## config.mk

```make
export PLATFORM = sky130hd
export DESIGN_NAME = dmem_arbiter
export DESIGN_NICKNAME = d
export VERILOG_FILES = /design/src/rtl/dmem_arbiter.sv
export SDC_FILE = /design/constraint.sdc
export NUM_CORES = 1
export LEC_CHECK = 0
export CORE_MARGIN = 3
export CORE_UTILIZATION = 46
export CTS_CLUSTER_DIAMETER = 30
export DETAILED_ROUTE_END_ITERATION = 7
export MAX_ROUTING_LAYER = met4
export PLACE_DENSITY = 0.86
export SYNTH_ARGS = -nofsm -noshare
export SYNTH_HDL_FRONTEND = slang
export SYNTH_SLANG_ARGS = --single-unit
```

## constraint.sdc

```tcl
create_clock -name clk -period 3.7 [get_ports clk]
set_input_delay 0.74 -clock clk [delete_from_list [all_inputs] [get_ports clk]]
set_output_delay 0.74 -clock clk [all_outputs]
set_load 0.01 [all_outputs]
```

## src/rtl/dmem_arbiter.sv

```systemverilog
// Purpose: two-port (CPU port C, debug port D) arbiter and sequencer for the single-ported data memory.
// Latency: request sampled in IDLE at T -> mem_en at T+1 -> ack at T+2+MEM_LAT; one transaction in flight.
// Backpressure: requesters hold req until ack; the losing port simply waits; halt blocks new C grants.
//
// Ports:
//   clk, rst        clock, asynchronous active-low reset
//   halt            core halted; C port is not granted while high
//   c_* / d_*       req/we/addr/wdata in, ack pulse and held rdata out, one set per port
//   mem_*           memory strobe, write enable, address, write data out; read data in
//   busy, owner     transaction in flight; current/last grantee (0 = C, 1 = D)
module dmem_arbiter #(
  parameter int AW      = 8,
  parameter int DW      = 16,
  parameter int MEM_LAT = 2
) (
  input  logic          clk,
  input  logic          rst,
  input  logic          halt,
  input  logic          c_req,
  input  logic          c_we,
  input  logic [AW-1:0] c_addr,
  input  logic [DW-1:0] c_wdata,
  output logic          c_ack,
  output logic [DW-1:0] c_rdata,
  input  logic          d_req,
  input  logic          d_we,
  input  logic [AW-1:0] d_addr,
  input  logic [DW-1:0] d_wdata,
  output logic          d_ack,
  output logic [DW-1:0] d_rdata,
  output logic          mem_en,
  output logic          mem_we,
  output logic [AW-1:0] mem_addr,
  output logic [DW-1:0] mem_wdata,
  input  logic [DW-1:0] mem_rdata,
  output logic          busy,
  output logic          owner
);

  // MEM_LAT is limited to 1..4, so the remaining-latency count fits in 2 bits.
  localparam int CNT_W = 2;

  typedef enum logic [1:0] {
    IDLE,
    ISSUE,
    WAIT,
    DONE
  } state_t;

  state_t             state_q;
  state_t             state_d;
  logic               last_q;
  logic               owner_q;
  logic               we_q;
  logic [AW-1:0]      addr_q;
  logic [DW-1:0]      wdata_q;
  logic [CNT_W-1:0]   cnt_q;
  logic [DW-1:0]      c_rdata_q;
  logic [DW-1:0]      d_rdata_q;

  logic               ec;
  logic               ed;
  logic               grant;
  logic               pick_d;

  // Next-state and grant decision.
  always_comb begin
    state_d = state_q;
    grant   = 1'b0;
    pick_d  = 1'b0;
    ec      = c_req & ~halt;
    ed      = d_req;
    case (state_q)
      IDLE: begin
        if (ec || ed) begin
          grant   = 1'b1;
          // On a tie the port that did not win last time gets the grant.
          pick_d  = ed & (~ec | ~last_q);
          state_d = ISSUE;
        end
      end
      ISSUE: state_d = WAIT;
      WAIT: begin
        if (cnt_q == '0) state_d = DONE;
      end
      DONE: state_d = IDLE;
      default: state_d = IDLE;
    endcase
  end

  always_ff @(posedge clk or negedge rst) begin
    if (!rst) begin
      state_q   <= IDLE;
      last_q    <= 1'b1;
      owner_q   <= 1'b0;
      we_q      <= 1'b0;
      addr_q    <= '0;
      wdata_q   <= '0;
      cnt_q     <= '0;
      c_rdata_q <= '0;
      d_rdata_q <= '0;
    end else begin
      state_q <= state_d;

      // Winner's command is latched at grant; later changes on its inputs are ignored.
      if (grant) begin
        owner_q <= pick_d;
        last_q  <= pick_d;
        we_q    <= pick_d ? d_we    : c_we;
        addr_q  <= pick_d ? d_addr  : c_addr;
        wdata_q <= pick_d ? d_wdata : c_wdata;
      end

      if (state_q == ISSUE) begin
        cnt_q <= CNT_W'(MEM_LAT - 1);
      end else if (state_q == WAIT && cnt_q != '0) begin
        cnt_q <= cnt_q - 1'b1;
      end

      // Last WAIT cycle is exactly MEM_LAT cycles after the mem_en cycle.
      if (state_q == WAIT && cnt_q == '0 && !we_q) begin
        if (owner_q) d_rdata_q <= mem_rdata;
        else         c_rdata_q <= mem_rdata;
      end
    end
  end

  assign mem_en    = (state_q == ISSUE);
  assign mem_we    = we_q;
  assign mem_addr  = addr_q;
  assign mem_wdata = wdata_q;
  assign c_ack     = (state_q == DONE) & ~owner_q;
  assign d_ack     = (state_q == DONE) &  owner_q;
  assign c_rdata   = c_rdata_q;
  assign d_rdata   = d_rdata_q;
  assign busy      = (state_q != IDLE);
  assign owner     = owner_q;

endmodule

```

==> results.cfg, run 1 <==
[route]
routedWlPerCell_um = 18.1
ant_nets = 0
vias_per_cell = 5.65
drt_iter0_drc = 146
drtPass1Iterations = 4
totalWireLength_mm = 8.64
detailroute.via_count = 2702
drcViolationCount = 0

[synthesis]
share_of_synthesized_cell_area_in_full_adder_half_adder_and_majority_cells_pct = 1.98
syn_inst = 275
synth_nets = 351
synthMostInstantiatedCell = sky130_fd_sc_hd__dfrtp_1
synth_seq_cells = 63
post_synthesis_compound_gate_area_fraction_pct = 18.1
netlist-cell-type-count = 31
synth_top_family_by_area = compound AO/OA/AOI/OAI gates
postSynth.asyncResetShare_pct = 100
synth-simple-area-share_pct = 8.09
ys_dominant_reg_cell = sky130_fd_sc_hd__dfrtp_1
ys.warnings.count = 0
synth.top_cell.area_share_pct = 49.2
ys_top_cells_by_area = sky130_fd_sc_hd__dfrtp_1 (49%), sky130_fd_sc_hd__mux2_2 (8.6%), sky130_fd_sc_hd__a221oi_1 (6.9%)
synth_top_cell_by_area = sky130_fd_sc_hd__dfrtp_1
syn_area_per_cell_um2 = 11.5
area_of_the_mapped_netlist_um2 = 3150
synth_sequential_area_ratio_pct = 50.0
synth.cells.most_frequent = sky130_fd_sc_hd__dfrtp_1 (62), sky130_fd_sc_hd__inv_1 (29)
synth.mux.area_fraction_pct = 13.3
yosys.area_share.xor_xnor_pct = 0.278
number_of_enable_type_register_cells_in_the_synthesized_netlist = 0

[cts]
ctsResizeCount = 0
htree_levels = 3
clock_insertion_delay_worst_skew_ps = 330
cts_num_sinks = 63
numCtsBuffers = 9
clk_pin_slew_ps = 60
cts-root-buf = sky130_fd_sc_hd__clkbuf_8
clock_tree_from_tritoncts = yes
cts_hold_buffers = 0
clock_path_buffers = 2
postCtsSetupRepairBufs = 0

[grt]
pin_count_of_the_biggest_net_entering_global_routing = 43
antenna_found_initial = 0
grt_usage_pct = 23.3
grt_pass1_vias = 2780
overflow = 0
global_route_wire_length_before_repair_mm = 13.6

[finish]
antenna-diode-count = 0
nets = 474
final_design_area_no_fill_um2 = 4620
drive_gt1_share_pct = 14.0
final_core_utilization_pct = 71.1
area_delta_synth_final_pct = 46.4

[sta]
final_worst_path_cycle_share_pct = 80.4
fmax_mhz = 336
post-route-worst-setup-slack_ps = 724
max_transition_viols_final = 0
rsz_0062_raised_after_global_routing = false
clock-skew-final_ps = 5.83
timing_hold_violations_final = 0
timing.max_slew.rel_slack_pct = 35.5
setup_tns_ps = 0
timing.final.setup_violations = 0
minimum_period_implied_by_the_final_worst_setup_slack_ps = 2980
worst_pin_slew_ps = 964

[floorplanning]
floorplan.die.width_um = 88.8
fp.dieH_um = 88.8
floorplan.die_area_um2 = 7890
floorplan.initialDensity_pct = 48.6
io-pin-count = 133
core_area_um2 = 6490
floorplan.rows = 29

[critical_path]
r2r-start = state_q[0]$_DFFE_PN0P_
path_class = flop to output port
r2r_worst_path_depth = 6
cp.arrival_ps = 2240
reg2reg_to = mem_wdata[8]$_DFFE_PN0P_
critPathLaunchType = flop
crit_path_max_fanout = 29
slowest_delay_ps = 660
reg2reg_slack_ps = 1150
critical_path.top_delay_family = buffers and inverters
critical_path.slowest_cell = sky130_fd_sc_hd__ha_1
critical_path_required_ps = 2960
critical_path.n_buffers_inverters = 3
end_kind = output port
crit_chain = inv_1 > ha_1 > clkinv_1 > clkdlybuf4s50_1

[outcome]
run_status = completed

[placement]
port_buffers = 132
pre_cts_ws_ps = 866
hpwl_mm = 6.06
dpl_cell_area_um2 = 4460
routability_congestion = 0.850

[pwr]
ir_worst_vdd_mv = 0.493
total_power_mw = 3.54
p_leak_nw = 2.08
power_per_cell_area_nw_per_um2 = 765

[hold_path]
holdCritStartpoint = d_rdata[15]$_DFFE_PN0P_
min_path_type = flop to flop
min_to = d_rdata[15]$_DFFE_PN0P_
hold_path_depth = 1

[job]
cap_viol_max_count = 0
==> power by group <==
group	switching [mW]	total, mW	internal, mW
Clock	0.242	0.514	0.272
Sequential	0.208	1.23	1.03
Combinational	0.767	1.79	1.02
Total	1.22	3.54	2.32
==> flip-flops by register name (all words and copies together), names as in the netlist, 2 cells and up <==
signal / count
c_rdata: 16
cnt_q: 2
d_rdata: 16
mem_addr: 8
mem_wdata: 16
state_q: 2
==> stage by stage <==
step           instances  hold slack (ps)
2_1_floorplan        275              444
3_3_place_gp         464              485
3_5_place_dp         464              492
4_1_cts              478              504
5_1_grt              478              517
6_report             478              503
==> placed cells by master (no fill, tap or decap), types with 2 or more instances in the layout <==
| cell type | Yosys | layout |
|---|---|---|
| sky130_fd_sc_hd__clkdlybuf4s50_1 | 0 | 131 |
| sky130_fd_sc_hd__dfrtp_1 | 62 | 62 |
| sky130_fd_sc_hd__inv_1 | 29 | 29 |
| sky130_fd_sc_hd__and3_1 | 25 | 25 |
| sky130_fd_sc_hd__a221oi_1 | 25 | 25 |
| sky130_fd_sc_hd__o21ai_0 | 25 | 25 |
| sky130_fd_sc_hd__a22oi_1 | 25 | 25 |
| sky130_fd_sc_hd__mux2_2 | 24 | 24 |
| sky130_fd_sc_hd__clkbuf_8 | 0 | 11 |
| sky130_fd_sc_hd__mux2_4 | 10 | 10 |
| sky130_fd_sc_hd__ha_1 | 5 | 5 |
| sky130_fd_sc_hd__buf_4 | 0 | 4 |
| sky130_fd_sc_hd__nor2b_1 | 2 | 2 |
| sky130_fd_sc_hd__nand2b_1 | 2 | 2 |
| sky130_fd_sc_hd__o2bb2ai_1 | 2 | 2 |
| sky130_fd_sc_hd__clkbuf_1 | 16 | 2 |
==> cell type report <==
cell class	instances	area [µm²]
clock inverter	1	5.00
inverter	31	116
timing repair buffer	136	1350
sequential	63	1580
fill	471	1880
clock buffer	13	159
multi-input combinational	157	1320
tap	77	96.3
==> worst reg2reg max path, stage by stage, from the launching register on <==
cell and delay (ps):
sky130_fd_sc_hd__dfrtp_1 410, sky130_fd_sc_hd__inv_1 90, sky130_fd_sc_hd__ha_1 660, sky130_fd_sc_hd__clkinv_1 210, sky130_fd_sc_hd__buf_4 270, sky130_fd_sc_hd__a21o_1 490, sky130_fd_sc_hd__a22oi_1 320
==> cell families after synthesis <==
logic type | count (synthesis)
XOR/XNOR | 1
buffers and inverters | 55
flip-flops | 63
multiplexers | 34
AO/OA/AOI/OAI | 80
AND/OR/NAND/NOR | 37
adder cells (fa/ha/maj) | 5
==> worst max path at each step <==
stage / endpoint / depth (start not counted) / from
after global placement: mem_we$_DFFE_PN0P_ / 5 / d_req
after global routing: busy / 4 / state_q[0]$_DFFE_PN0P_
after CTS: busy / 4 / state_q[0]$_DFFE_PN0P_
after floorplan: busy / 4 / state_q[0]$_DFFE_PN0P_
after detailed placement: mem_wdata[12]$_DFFE_PN0P_ / 5 / d_req
final: busy / 4 / state_q[0]$_DFFE_PN0P_
==> metal layers <==
| layer | vias up | share of wire [%] | GRT usage [%] |
|---|---|---|---|
| met3 | 10 | 9.2 | 6.89 |
| met2 | 150 | 49 | 37.2 |
| met4 | 0 | 1.1 | 6.18 |
| li1 | 1252 | - | - |
| met1 | 1290 | 41 | 28.8 |
| met5 | - | 0 | - |
Power figures use the tool's default switching activity.
==> run 2, diff against run 1 <==
--- a/config.mk
+++ b/config.mk
@@ -6,11 +6,11 @@
 export NUM_CORES = 1
 export LEC_CHECK = 0
 export CORE_MARGIN = 3
-export CORE_UTILIZATION = 46
+export CORE_UTILIZATION = 39
 export CTS_CLUSTER_DIAMETER = 30
 export DETAILED_ROUTE_END_ITERATION = 7
 export MAX_ROUTING_LAYER = met4
-export PLACE_DENSITY = 0.86
+export PLACE_DENSITY = 0.77
 export SYNTH_ARGS = -nofsm -noshare
 export SYNTH_HDL_FRONTEND = slang
 export SYNTH_SLANG_ARGS = --single-unit
==> constraint.sdc (replaced) <==
create_clock -name clk -period 2.4 [get_ports clk]
set_input_delay 0.48 -clock clk [delete_from_list [all_inputs] [get_ports clk]]
set_output_delay 0.48 -clock clk [all_outputs]
set_load 0.01 [all_outputs]
==> results.cfg, run 2 (synthesis results as in run 1) <==
[grt]
global_route_wire_length_before_repair_mm = 13.0
grt_usage_pct = 18.7
overflow = 0
antenna_found_initial = 0
pin_count_of_the_biggest_net_entering_global_routing = 30
grt_pass1_vias = 2657

[finish]
layout.cells.most_common_list = sky130_fd_sc_hd__clkdlybuf4s50_1 (131), sky130_fd_sc_hd__dfrtp_1 (62), sky130_fd_sc_hd__inv_1 (29)
nets = 482
layout_commonest_cell = sky130_fd_sc_hd__clkdlybuf4s50_1
final_design_area_no_fill_um2 = 4790
drive_gt1_share_pct = 16.1
final_core_utilization_pct = 61.3
multiInputGateArea_um2 = 1320
fillerInstances = 635
area_delta_synth_final_pct = 51.7
ff_latch_area_um2 = 1580
antenna-diode-count = 0

[sta]
worst_pin_slew_ps = 884
post-route-worst-setup-slack_ps = 138
setup_tns_ps = 0
timing_hold_violations_final = 0
rsz_0062_raised_after_global_routing = false
fmax_mhz = 442
timing.final.setup_violations = 0
timing.max_slew.rel_slack_pct = 41.1
minimum_period_implied_by_the_final_worst_setup_slack_ps = 2260
hold-worst-slack_ps = 128
clock-skew-final_ps = 13.3
final_worst_path_cycle_share_pct = 94.3
max_transition_viols_final = 0

[pwr]
p_leak_nw = 2.14
power_per_cell_area_nw_per_um2 = 1190
switching_fraction_pct = 32.8
clock_power_share_pct = 18.2
internal_power_mw = 3.83
ir_worst_vdd_mv = 0.454
power.share.sequential_pct = 33.1
comb_power_share_pct = 48.7
power.switching_mw = 1.87

[critical_path]
crit_path_max_fanout = 8
critical_path_required_ps = 1920
reg2reg_to = mem_addr[6]$_DFFE_PN0P_
r2r_worst_path_depth = 5
reg2reg_slack_ps = 470
cp.arrival_ps = 1780
critPathLaunchType = flop
r2r-start = state_q[0]$_DFFE_PN0P_
end_kind = output port
path_class = flop to output port

[floorplanning]
floorplan.die.width_um = 95.9
floorplan.die_area_um2 = 9200
io-pin-count = 133
floorplan.rows = 32
floorplan.initialDensity_pct = 40.4
core_area_um2 = 7810
fp.dieH_um = 95.9

[cts]
clock_path_buffers = 2
clock_insertion_delay_worst_skew_ps = 330
postCtsSetupRepairBufs = 0
ctsResizeCount = 0
cts_num_sinks = 63
clk_pin_slew_ps = 80
numCtsBuffers = 9
htree_levels = 3
cts_hold_buffers = 0
cts-root-buf = sky130_fd_sc_hd__clkbuf_8
clock_tree_from_tritoncts = yes

[route]
routedWlPerCell_um = 16.3
totalWireLength_mm = 8.37
vias_per_cell = 5.24
detailroute.via_count = 2686
drt_iter0_drc = 83
ant_nets = 0
drcViolationCount = 0
drtPass1Iterations = 5

[placement]
pre_cts_ws_ps = 129
routability_congestion = 0.783
port_buffers = 132
dpl_cell_area_um2 = 4560
hpwl_mm = 6.16

[outcome]
run_status = completed

[job]
cap_viol_max_count = 0

[hold_path]
min_path_type = input port to asynchronous set/reset pin
run 2: cell types whose count changed in the layout (fill, tap and decap cells not counted):
cell and change:
sky130_fd_sc_hd__bufinv_16 +2, sky130_fd_sc_hd__buf_12 +1, sky130_fd_sc_hd__clkinv_2 -1, sky130_fd_sc_hd__buf_4 +7, sky130_fd_sc_hd__clkinvlp_4 +1
run 2: layout make-up:
| type | instances | area share (%) |
|---|---|---|
| flip-flops and latches | 63 | 33.0 |
| repair buffers | 144 | 29.6 |
| multi-input cells | 157 | 27.6 |
| clock buffers | 13 | 3.32 |
| well taps | 102 | 2.67 |
| inverters | 31 | 2.43 |
| clock inverters | 3 | 1.41 |
run 2: worst max path at each step:
stage / startpoint / endpoint / cells after the start
floorplan: state_q[0]$_DFFE_PN0P_ / c_rdata[10]$_DFFE_PN0P_ / 6
global placement: halt / mem_wdata[15]$_DFFE_PN0P_ / 4
detailed placement: halt / mem_wdata[4]$_DFFE_PN0P_ / 4
CTS: state_q[1]$_DFFE_PN0P_ / busy / 4
global route: state_q[0]$_DFFE_PN0P_ / busy / 4
finish: state_q[0]$_DFFE_PN0P_ / busy / 4
run 2: power by group through the flow:
| stage | registers [mW] | logic [mW] | clock network (mW) |
|---|---|---|---|
| 2_1_floorplan | 2.09 | 1.20 | 0 |
| 3_3_place_gp | 1.89 | 2.74 | 0 |
| 3_5_place_dp | 1.91 | 2.81 | 0 |
| 4_1_cts | 1.90 | 2.82 | 1.06 |
| 5_1_grt | 1.94 | 3.03 | 1.11 |
| 6_report | 1.89 | 2.78 | 1.04 |
run 2: critical path, cell delays in order, from the launching register on:
cell,delay (ps)
sky130_fd_sc_hd__dfrtp_1,410
sky130_fd_sc_hd__inv_1,90
sky130_fd_sc_hd__ha_1,170
sky130_fd_sc_hd__clkinv_1,220
sky130_fd_sc_hd__clkdlybuf4s50_1,560
run 2: routing by layer:
layer | share of wire (%) | GRT usage (%) | wire, µm
met2 | 46 | 29.2 | 3840
met3 | 9.0 | 3.99 | 752
met5 | 0 | - | 0
met1 | 43 | 23.5 | 3630
met4 | 1.7 | 7.58 | 146
run 2: stage by stage:
step           instances  power (mW)
6_report             513        5.71
5_1_grt              513        6.08
4_1_cts              513        5.77
3_5_place_dp         497        4.72
3_3_place_gp         497        4.62
2_1_floorplan        275        3.29
==> run 3, diff against run 2 <==
--- a/config.mk
+++ b/config.mk
@@ -5,12 +5,14 @@
 export SDC_FILE = /design/constraint.sdc
 export NUM_CORES = 1
 export LEC_CHECK = 0
+export CAP_MARGIN = 10
 export CORE_MARGIN = 3
 export CORE_UTILIZATION = 39
 export CTS_CLUSTER_DIAMETER = 30
 export DETAILED_ROUTE_END_ITERATION = 7
 export MAX_ROUTING_LAYER = met4
 export PLACE_DENSITY = 0.77
+export SLEW_MARGIN = 20
 export SYNTH_ARGS = -nofsm -noshare
 export SYNTH_HDL_FRONTEND = slang
 export SYNTH_SLANG_ARGS = --single-unit
==> results of run 3 <==
Same layout as run 2: the final DEF is identical, and so are final timing and power.
==> patch (config.mk and constraints of run 3) <==
The 4 states of `state_t` get a one-hot encoding in 4 bits.
--- a/src/rtl/dmem_arbiter.sv
+++ b/src/rtl/dmem_arbiter.sv
@@ -40,11 +40,11 @@
   // MEM_LAT is limited to 1..4, so the remaining-latency count fits in 2 bits.
   localparam int CNT_W = 2;
 
-  typedef enum logic [1:0] {
-    IDLE,
-    ISSUE,
-    WAIT,
-    DONE
+  typedef enum logic [3:0] {
+    IDLE  = 4'b0001,
+    ISSUE = 4'b0010,
+    WAIT  = 4'b0100,
+    DONE  = 4'b1000
   } state_t;
 
   state_t             state_q;
Formal check against the unedited RTL: same outputs for any inputs over 10 cycles, from zero or initial values and one cycle with rst low; not proved beyond that.
==> patch against run 3 <==
Cell area up 5.2%; wire length up 8.6%; hold slack better by 0.019 ns; sequential cell count up 2; first-iteration DRC count unchanged; setup slack worse by 0.055 ns; power down 0.82%; area after synthesis up 7.9%; largest cell class unchanged; largest power group unchanged; highest routed layer unchanged.
==> patch: results <==
group,metric,value,unit
status,run_status,"finished, final reports clean",
synthesis,post_synth_num_cell_types,40,
layout,fraction_of_standard_cell_area_in_multi_input_logic,30.31,%
placed_design,dp_cell_count,507,
synthesis,synth_commonest_cells,"dfrtp_1 (63), inv_1 (31), and2_1 (27)",
min_path,worst_hold_path_type,"input port to asynchronous set/reset pin",
worst_setup_path,critPathMaxFanout,5,
worst_setup_path,cp.arrival,1.84,ns
layout,finish.net_count,485,
layout,layout-drive-gt1-share,22.49,%
detailed_routing,routedWlPerCell,17.37,um
global_routing,globalRouteTotalUtil,19.21,%
worst_setup_path,critPathTopFamily,"buffers and inverters",
layout,multi_input_combinational_cell_area,1526,um2
worst_setup_path,worst_path_largest_cell_delay,0.53,ns
sta,worstMarginPinSlew,0.6013,ns
detailed_routing,drt_iter0_markers,83,
layout,nonClockInverterCount,32,
detailed_routing,drt-vias-per-instance,5.281,
power_and_ir_drop,comb_power_share,49.2,%
power_and_ir_drop,power.switching_fraction,34.70,%
synthesis,yosys-top-cells-area,"dfrtp_1 (46%), a221oi_2 (7.5%), a22oi_2 (6.3%), and2_1 (5.0%), mux2_4 (4.4%)",
layout,n_clock_buffer,10,
layout,buf_share,28.45,%
placed_design,place_area,4838,um2
placed_design,hpwlAfterDp,6507,um
synthesis,yosysSeqAreaShare,47.87,%
layout,ff_latch_area,1630,um2
sta,fin_skew,0.008704,ns
placed_design,gp_congestion,0.7631,
synthesis,synth.net_count,353,
layout,fillCellCount,695,
power_and_ir_drop,p_seq_share,34.4,%
worst_setup_path,rrSetupSlack,0.27,ns
clock_network,postCtsSetupBuffers,0,
synthesis,syn_area_per_cell,12.11,um2
clock_network,cts-root-to-sink-buffers,2,
layout,multi_input_comb_cells,161,
power_and_ir_drop,power.static_leakage,2.135,nW
clock_network,ctsResizeCount,1,
power_and_ir_drop,max-vdd-ir-drop,0.4760,mV
power_and_ir_drop,totalPowerFinal,0.005661,W
layout,clock_tree_area_fraction,3.876,%
layout,layout.sequential_cells,65,
global_routing,maximum_number_of_pins_on_one_net_before_global_route_repair,42,
detailed_routing,finalWirelength,9084,um
global_routing,first_global_vias,2803,
global_routing,grt_first_pass_wirelength,14660,um
## patch: cell count changes in the layout (fill, tap and decap cells not counted), sizes merged, moves of 3 or more
cell and change:
and3 -25, and2 +26, nor4b +3, clkinv +3, ha -4, clkbuf -3
## patch: final timing paths
path                                        startpoint  cells past startpoint                       end
worst min-delay path                               rst                      1  mem_wdata[0]$_DFFE_PN0P_
min in group clk                c_rdata[7]$_DFFE_PN0P_                      1    c_rdata[7]$_DFFE_PN0P_
worst max register to register  state_q[0]$_DFFE_PN1P_                      5   mem_addr[7]$_DFFE_PN0P_
worst max-delay path            state_q[3]$_DFFE_PN0P_                      3                    mem_en
max in group asynchronous                          rst                      2  mem_wdata[4]$_DFFE_PN0P_
worst min register to register  c_rdata[7]$_DFFE_PN0P_                      1    c_rdata[7]$_DFFE_PN0P_
## patch: per-layer routing
layer / vias up / track usage [%] / share of wire, %
met4: 0 / 5.042 / 0.65
li1: 1279 / - / -
met2: 109 / 29.03 / 46
met5: - / - / 0
met3: 6 / 4.348 / 6.1
met1: 1368 / 26.24 / 47
## patch: cells by family (layout without fill, tap and decap cells)
family,count (synthesis),count (layout),synth area share (%)
multiplexers,32,32,11.69
flip-flops,65,65,47.87
AO/OA/AOI/OAI,84,84,23.13
buffers and inverters,55,192,7.353
AND/OR/NAND/NOR,44,44,9.596
adder cells (fa/ha/maj),1,1,0.3676
## patch: per-stage QoR
stage | utilization, % | hold WS [ns] | setup slack (ns)
finish | 60.38 | 0.1465 | 0.08310
global route | 60.38 | 0.1699 | 0.004865
CTS | 60.34 | 0.1556 | 0.03527
detailed placement | 58.01 | 0.4824 | 0.2958
global placement | 58.01 | 0.4588 | 0.3131
floorplan | - | 0.1844 | 0.5306
